<file path="config.mk">
export PLATFORM = sky130hd
export DESIGN_NAME = divider_remainder
export DESIGN_NICKNAME = d
export VERILOG_FILES = /design/src/rtl/divider_remainder.sv
export SDC_FILE = /design/constraint.sdc
export NUM_CORES = 1
export LEC_CHECK = 0
export BUFFER_PORTS_ARGS = -buffer_cell sky130_fd_sc_hd__buf_2
export CAP_MARGIN = 15
export CORE_AREA = 2 2 143 200
export CTS_CLUSTER_DIAMETER = 200
export DETAILED_ROUTE_END_ITERATION = 10
export DIE_AREA = 0 0 145 202
export HOLD_SLACK_MARGIN = 0.02
export PLACE_DENSITY = 0.5
export SKIP_CTS_REPAIR_TIMING = 1
export SLEW_MARGIN = 10
export SYNTH_ARGS = -nofsm -noshare
export SYNTH_HDL_FRONTEND = slang
export SYNTH_SLANG_ARGS = --single-unit
</file>
<file path="constraint.sdc">
create_clock -name clk -period 5.2 [get_ports clk]
set_clock_uncertainty 0.05 [all_clocks]
set_input_delay 0 -clock clk [delete_from_list [all_inputs] [get_ports clk]]
set_output_delay 0 -clock clk [all_outputs]
set_load 0.02 [all_outputs]
</file>
<file path="src/rtl/divider_remainder.sv">
// Sequential unsigned restoring divider: one quotient bit per clock.
// A 2*WIDTH remainder register holds partial remainder (high) and quotient bits (low).
module divider_remainder #(
    parameter int WIDTH = 32
) (
    input  logic             clk,
    input  logic             Reset,
    input  logic             start,
    input  logic [WIDTH-1:0] Dividend_in,
    input  logic [WIDTH-1:0] Divisor_in,
    output logic [WIDTH-1:0] Quotient_out,
    output logic [WIDTH-1:0] Remainder_out,
    output logic             Ready,
    output logic             Busy,
    output logic             DivZero
);

    localparam int CW = (WIDTH > 1) ? $clog2(WIDTH) : 1;
    localparam logic [CW-1:0] LAST = CW'(WIDTH - 1);

    typedef enum logic [1:0] {
        IDLE = 2'd0,
        RUN  = 2'd1,
        DONE = 2'd2
    } state_t;

    state_t state;
    state_t next_state;

    logic [2*WIDTH-1:0] rem;
    logic [WIDTH-1:0]   dreg;
    logic [CW-1:0]      count;
    logic               dz;

    logic load;
    logic load_zero;
    logic step;

    logic [2*WIDTH:0] shifted;
    logic [WIDTH:0]   upper;
    logic [WIDTH:0]   diff;
    logic             borrow;

    // State register; Reset drops any in-flight division.
    always_ff @(posedge clk) begin
        if (Reset) begin
            state <= IDLE;
        end else begin
            state <= next_state;
        end
    end

    // Next-state and datapath control; start only matters in IDLE or DONE.
    always_comb begin
        next_state = state;
        load       = 1'b0;
        load_zero  = 1'b0;
        step       = 1'b0;
        unique case (state)
            IDLE, DONE: begin
                if (start) begin
                    if (Divisor_in == '0) begin
                        load_zero  = 1'b1;
                        next_state = DONE;
                    end else begin
                        load       = 1'b1;
                        next_state = RUN;
                    end
                end
            end
            RUN: begin
                step = 1'b1;
                if (count == LAST) begin
                    next_state = DONE;
                end
            end
            default: begin
                next_state = IDLE;
            end
        endcase
    end

    // Trial subtraction: the shifted partial remainder needs WIDTH+1 bits,
    // and the top bit of the difference is the borrow.
    always_comb begin
        shifted = {rem, 1'b0};
        upper   = shifted[2*WIDTH:WIDTH];
        diff    = upper - {1'b0, dreg};
        borrow  = diff[WIDTH];
    end

    // Remainder/quotient register, divisor register, iteration counter.
    always_ff @(posedge clk) begin
        if (Reset) begin
            rem   <= '0;
            dreg  <= '0;
            count <= '0;
            dz    <= 1'b0;
        end else if (load) begin
            rem   <= {{WIDTH{1'b0}}, Dividend_in};
            dreg  <= Divisor_in;
            count <= '0;
            dz    <= 1'b0;
        end else if (load_zero) begin
            rem   <= {Dividend_in, {WIDTH{1'b1}}};
            dreg  <= '0;
            count <= '0;
            dz    <= 1'b1;
        end else if (step) begin
            if (!borrow) begin
                rem <= {diff[WIDTH-1:0], shifted[WIDTH-1:1], 1'b1};
            end else begin
                rem <= {shifted[2*WIDTH-1:1], 1'b0};
            end
            count <= count + 1'b1;
        end
    end

    // Outputs decode from state and registers only.
    always_comb begin
        Ready         = (state == DONE);
        Busy          = (state == RUN);
        DivZero       = dz;
        Quotient_out  = Ready ? rem[WIDTH-1:0] : '0;
        Remainder_out = Ready ? rem[2*WIDTH-1:WIDTH] : '0;
    end

endmodule

</file>
## After elaboration in Yosys (flattened, before gate mapping)

Index checks and enable logic that the tools add are counted.

| word-level totals | value |
|---|---|
| register bits | 104 |
| input bits | 67 |
| output and inout bits | 67 |

| operators by class | value |
|---|---|
| add/sub/neg operators | 2 |
| equal/unequal tests | 5 |
| muxes and demuxes | 19 |
| reduce and logical (&&, ||, !) cells | 9 |

Operator list:

| cell | number |
|---|---|
| 2-to-1 mux 64 bit | 3 |
| 2-to-1 mux 32 bit | 5 |
| subtractor 33 x 32 -> 33 bit | 1 |
| logical NOT 32 bit | 1 |
| 2-to-1 mux 1 bit | 7 |
| 2-to-1 mux 2 bit | 3 |
| adder 5 x 1 -> 5 bit (second input constant) | 1 |
| equality test 5 bit (second input constant) | 1 |
| one-hot mux 2 bit (2 select lines) | 1 |
| nonzero test 2 bit | 2 |
| OR reduction 2 bit | 2 |
| nonzero test 3 bit | 1 |
| OR reduction 3 bit | 1 |
| equality test 2 x 1 -> 1 bit (second input constant) | 1 |
| equality test 2 bit (second input constant) | 1 |
| logical NOT 2 bit | 1 |
| inequality test 2 x 1 -> 1 bit (second input constant) | 1 |
| inequality test 2 bit (second input constant) | 1 |
| AND reduction 2 bit | 1 |

## Depth between registers and ports, before layout

| depth | value |
|---|---|
| word-level depth | 6 |
| depth in mapped cells | 12 |
| gate-level depth less buffers | 11 |

## Worst setup path after synthesis

Ideal clock, no wire load.

| path | value |
|---|---|
| kind | reg2reg |
| from | reg rem[31] |
| to | reg rem[59] |
| library setup time | 0.122 ns |
| arrival time | 2.674 ns |
| data required time | 5.028 ns |
| path slack | 2.354 ns |
| cell stages (with the launch flop) | 13 |
| buffers on the path | 1 |
| period minus slack after synthesis | 2.846 ns |
| cells stage by stage | dfxtp_1 -> inv_1 -> ha_1 -> fa_1 -> nand2b_1 -> a21o_1 -> a311oi_2 -> o21ai_2 -> a31oi_4 -> xor2_2 -> buf_6 -> nor2_1 -> a311o_1 |

| between the ends | value |
|---|---|
| word-level cells in the longest chain between the ends | 4 |

RTL lines:

| what | RTL line | source |
|---|---|---|
| start, declared | 30 | `logic [2*WIDTH-1:0] rem;` |
| start signal, assigned | 100 | `rem <= {{WIDTH{1'b0}}, Dividend_in};` |
| start signal, assigned | 105 | `rem <= {Dividend_in, {WIDTH{1'b1}}};` |
| start signal, assigned | 111 | `rem <= {diff[WIDTH-1:0], shifted[WIDTH-1:1], 1'b1};` |
| subtractor 33 x 32 -> 33 bit | 88 | `diff = upper - {1'b0, dreg};` |
| 2-to-1 mux 64 bit | 110 | `if (!borrow) begin` |
| 2-to-1 mux 64 bit | 109 | `end else if (step) begin` |
| 2-to-1 mux 64 bit | 104 | `end else if (load_zero) begin` |

Every way passes these cells. The select of a mux whose other input is x is not followed.
A chain may end at the register's enable or synchronous reset.

## Worst setup path after layout

| path | value |
|---|---|
| from | reg rem[31] |
| to | reg rem[47] |

The elaborated chain is that of the path after synthesis.

==> run summary <==
top post-synthesis cells by area = dfxtp_1, nand2_1, ha_1, and2_1, a21oi_1
antenna viol nets, final = 0
Worst setup SP type = register
post-synth top area cell = dfxtp_1
Initial DRT Pass Iterations = 6
Via density = 4.84
total wire length = 23,700 µm
Placement Setup Slack = 1.48 ns
layout cell share with drive strength beyond 1 = 16.0%
max-cap viol count = 0
gr usage total = 15.5%
Worst setup EP type = register
Hold Path End = state[1]$_SDFFE_PP0P_
CTS sink count = 104
Critical Path AT = 3.83 ns
Non-Filler Instances = 1,428
Setup-failing EPs final = 0
root buffer cell = clkbuf_16
Via Count = 6,906
max-slew violation count = 0
Synth Register Bits = 104
GP Congestion = 0.854
Die X-Extent = 145 µm
htree depth = 3
placed cells = 1,347
fraction of registers with async set/reset = 0%
Synth cell types = 58
Reg2Reg Depth = 12
Clock Path Buffers = 2
grt ovf = 0
CTS tree = built
FF-to-FF End = rem[47]$_SDFFE_PP0P_
sequential area share after synthesis = 30.8%
worst-path maximum fanout = 26
Filler Cells Inserted = 2,972
Hold Vio Cnt, Final = 0
LEAKAGE = 3.70 nW
DRC = 0
Clock Latency Late Sink = 0.36 ns
initial antenna violation count = 0
cell area after synthesis = 6770 µm²
Reg area = 2080 µm²
area occupied by multi-input gates = 4330 µm²
Max stage delay cell, worst path = buf_4
core area = 27,500 µm²
synthesis-to-layout area growth = 28.9%
row count = 72
crit-path cells = inv_1 -> ha_1 -> fa_1 -> nand2b_1 -> a21o_1 -> a311oi_2 -> o21ai_2 -> a31oi_4 -> xor2_4 -> buf_4 -> mux2i_1 -> o22ai_1
first-pass GRT wire length = 36,400 µm
hpwl dp = 17,500 µm
Hold Crit Class = in2reg
fin crit period = 3.68 ns
Power per Cell Area = 291 nW/µm²
reg2reg start = rem[31]$_SDFFE_PP0P_
Final nets = 1,157
Worst EP required = 5.35 ns
1st-iter DRT viols = 439
setup TNS = 0 ns
syn avg cell area = 7.53 µm²
Initial Util = 24.6%
Post-Synthesis Cells = 899
Worst-path clk slew = 0.08 ns
die height = 202 µm
Relative slew margins = 31.8%
largest net degree at the start of global routing = 67
drt wl/cell = 16.6 µm
WS Path Type = reg2reg
Peak VDD IR = 0.000122 V
count leader, synth = nand2_1
PortBufs = 133
TritonCTS Buffers = 9
Synth top area share = 30.8%
ant diodes = 0
highest clock rate = 0.272 GHz
hold depth = 2
min-delay src = Reset
min setup slack post-route = 1.52 ns
worst slew pin tran = 1.02 ns
Post-synth EDFFs = 0
Post-synth top cells = nand2_1, dfxtp_1, a21oi_1
Ys Warns = 0
RSZ-0062 raised after global routing = no
Final Power = 0.00254 W
vias in the first global route = 6,581
status = finished, final reports clean
Reg2Reg Setup Slack = 1.52 ns
post-route clock period utilization = 70.7%
Ports = 134
ys flop type = dfxtp_1
Post-Syn Nets = 1,001
Die Area = 29,300 µm²
crit-path max cell delay = 0.46 ns
==> cell usage in the layout, fill, tap and decap left out, drive strengths merged, types with 4 or more instances in the layout <==
cell type	n
and2	65
o31ai	4
dlygate4sd3	66
mux2i	26
a21o	6
ha	34
buf	143
a311oi	33
nor4	12
inv	41
o211ai	4
xor2	15
nand4	10
nand3	9
a211oi	7
nor3	4
nor2	64
o22ai	24
a21oi	73
o21ai	48
nor2b	7
clkbuf	9
and3	36
nand2b	16
dfxtp	104
a31oi	9
nand2	135
xnor2	16
==> worst max-delay path, delay by kind of cell, from the launching register on <==
family	cells	cell delay (ns)
buf+inv	2	0.52
flops	1	0.34
xor+xnor	1	0.43
simple gates	1	0.19
mux	1	0.26
fa+ha+maj	2	0.60
compound gates	5	1.10
==> kinds of logic after synthesis <==
family / share of synthesized area [%]
compound gates: 22.5
flops: 30.8
fa+ha+maj: 6.58
simple gates: 26.2
mux: 3.84
buf+inv: 5.91
xor+xnor: 4.12
==> final cells by class <==
class | instances | area share (%)
multi-input combinational | 693 | 49.6
inverter | 38 | 1.63
clock inverter | 5 | 0.760
sequential | 104 | 23.9
tap | 370 | 5.31
timing repair buffer | 209 | 16.3
clock buffer | 9 | 2.58
==> worst max-delay path by stage <==
stage	startpoint	to	slack (ns)	cells after the start
after CTS	rem[31]$_SDFFE_PP0P_	rem[47]$_SDFFE_PP0P_	1.46	12
final	rem[31]$_SDFFE_PP0P_	rem[47]$_SDFFE_PP0P_	1.52	12
after global routing	rem[31]$_SDFFE_PP0P_	rem[41]$_SDFFE_PP0P_	1.28	12
after floorplan	rem[31]$_SDFFE_PP0P_	rem[59]$_SDFFE_PP0P_	2.35	12
after detailed placement	rem[31]$_SDFFE_PP0P_	rem[47]$_SDFFE_PP0P_	1.48	12
after global placement	rem[31]$_SDFFE_PP0P_	rem[40]$_SDFFE_PP0P_	1.58	12
==> power breakdown <==
| part | total (W) | switching [W] | internal [W] |
|---|---|---|---|
| combinational | 0.000930 | 0.000533 | 0.000397 |
| sequential | 0.000900 | 0.0000461 | 0.000854 |
| clock | 0.000713 | 0.000337 | 0.000376 |
==> registers in the layout, summed over array words and instances, names as in the netlist <==
register and cells:
rem 64, dreg 32, count 5, state 2, DivZero 1
==> metrics by stage <==
| step | hold WS [ns] | cell area [µm²] | utilization [%] |
|---|---|---|---|
| final | 0.170 | 8730 | 31.8 |
| after global placement | 0.164 | 7750 | 28.2 |
| after global routing | 0.186 | 8730 | 31.8 |
| after CTS | -0.212 | 8040 | 29.3 |
| after detailed placement | 0.168 | 7750 | 28.2 |
| after floorplan | 0.0586 | 6770 | - |
==> layer usage <==
metal	wire length, µm	part of all wire [%]	track usage [%]	up-vias
met3	883	3.7	2.75	41
li1	-	-	-	3479
met2	11600	49	26.7	173
met4	756	3.2	6.86	0
met1	10400	44	19.0	3213
met5	0	0	0	-
No activity file was read; power rests on OpenSTA's default activity.
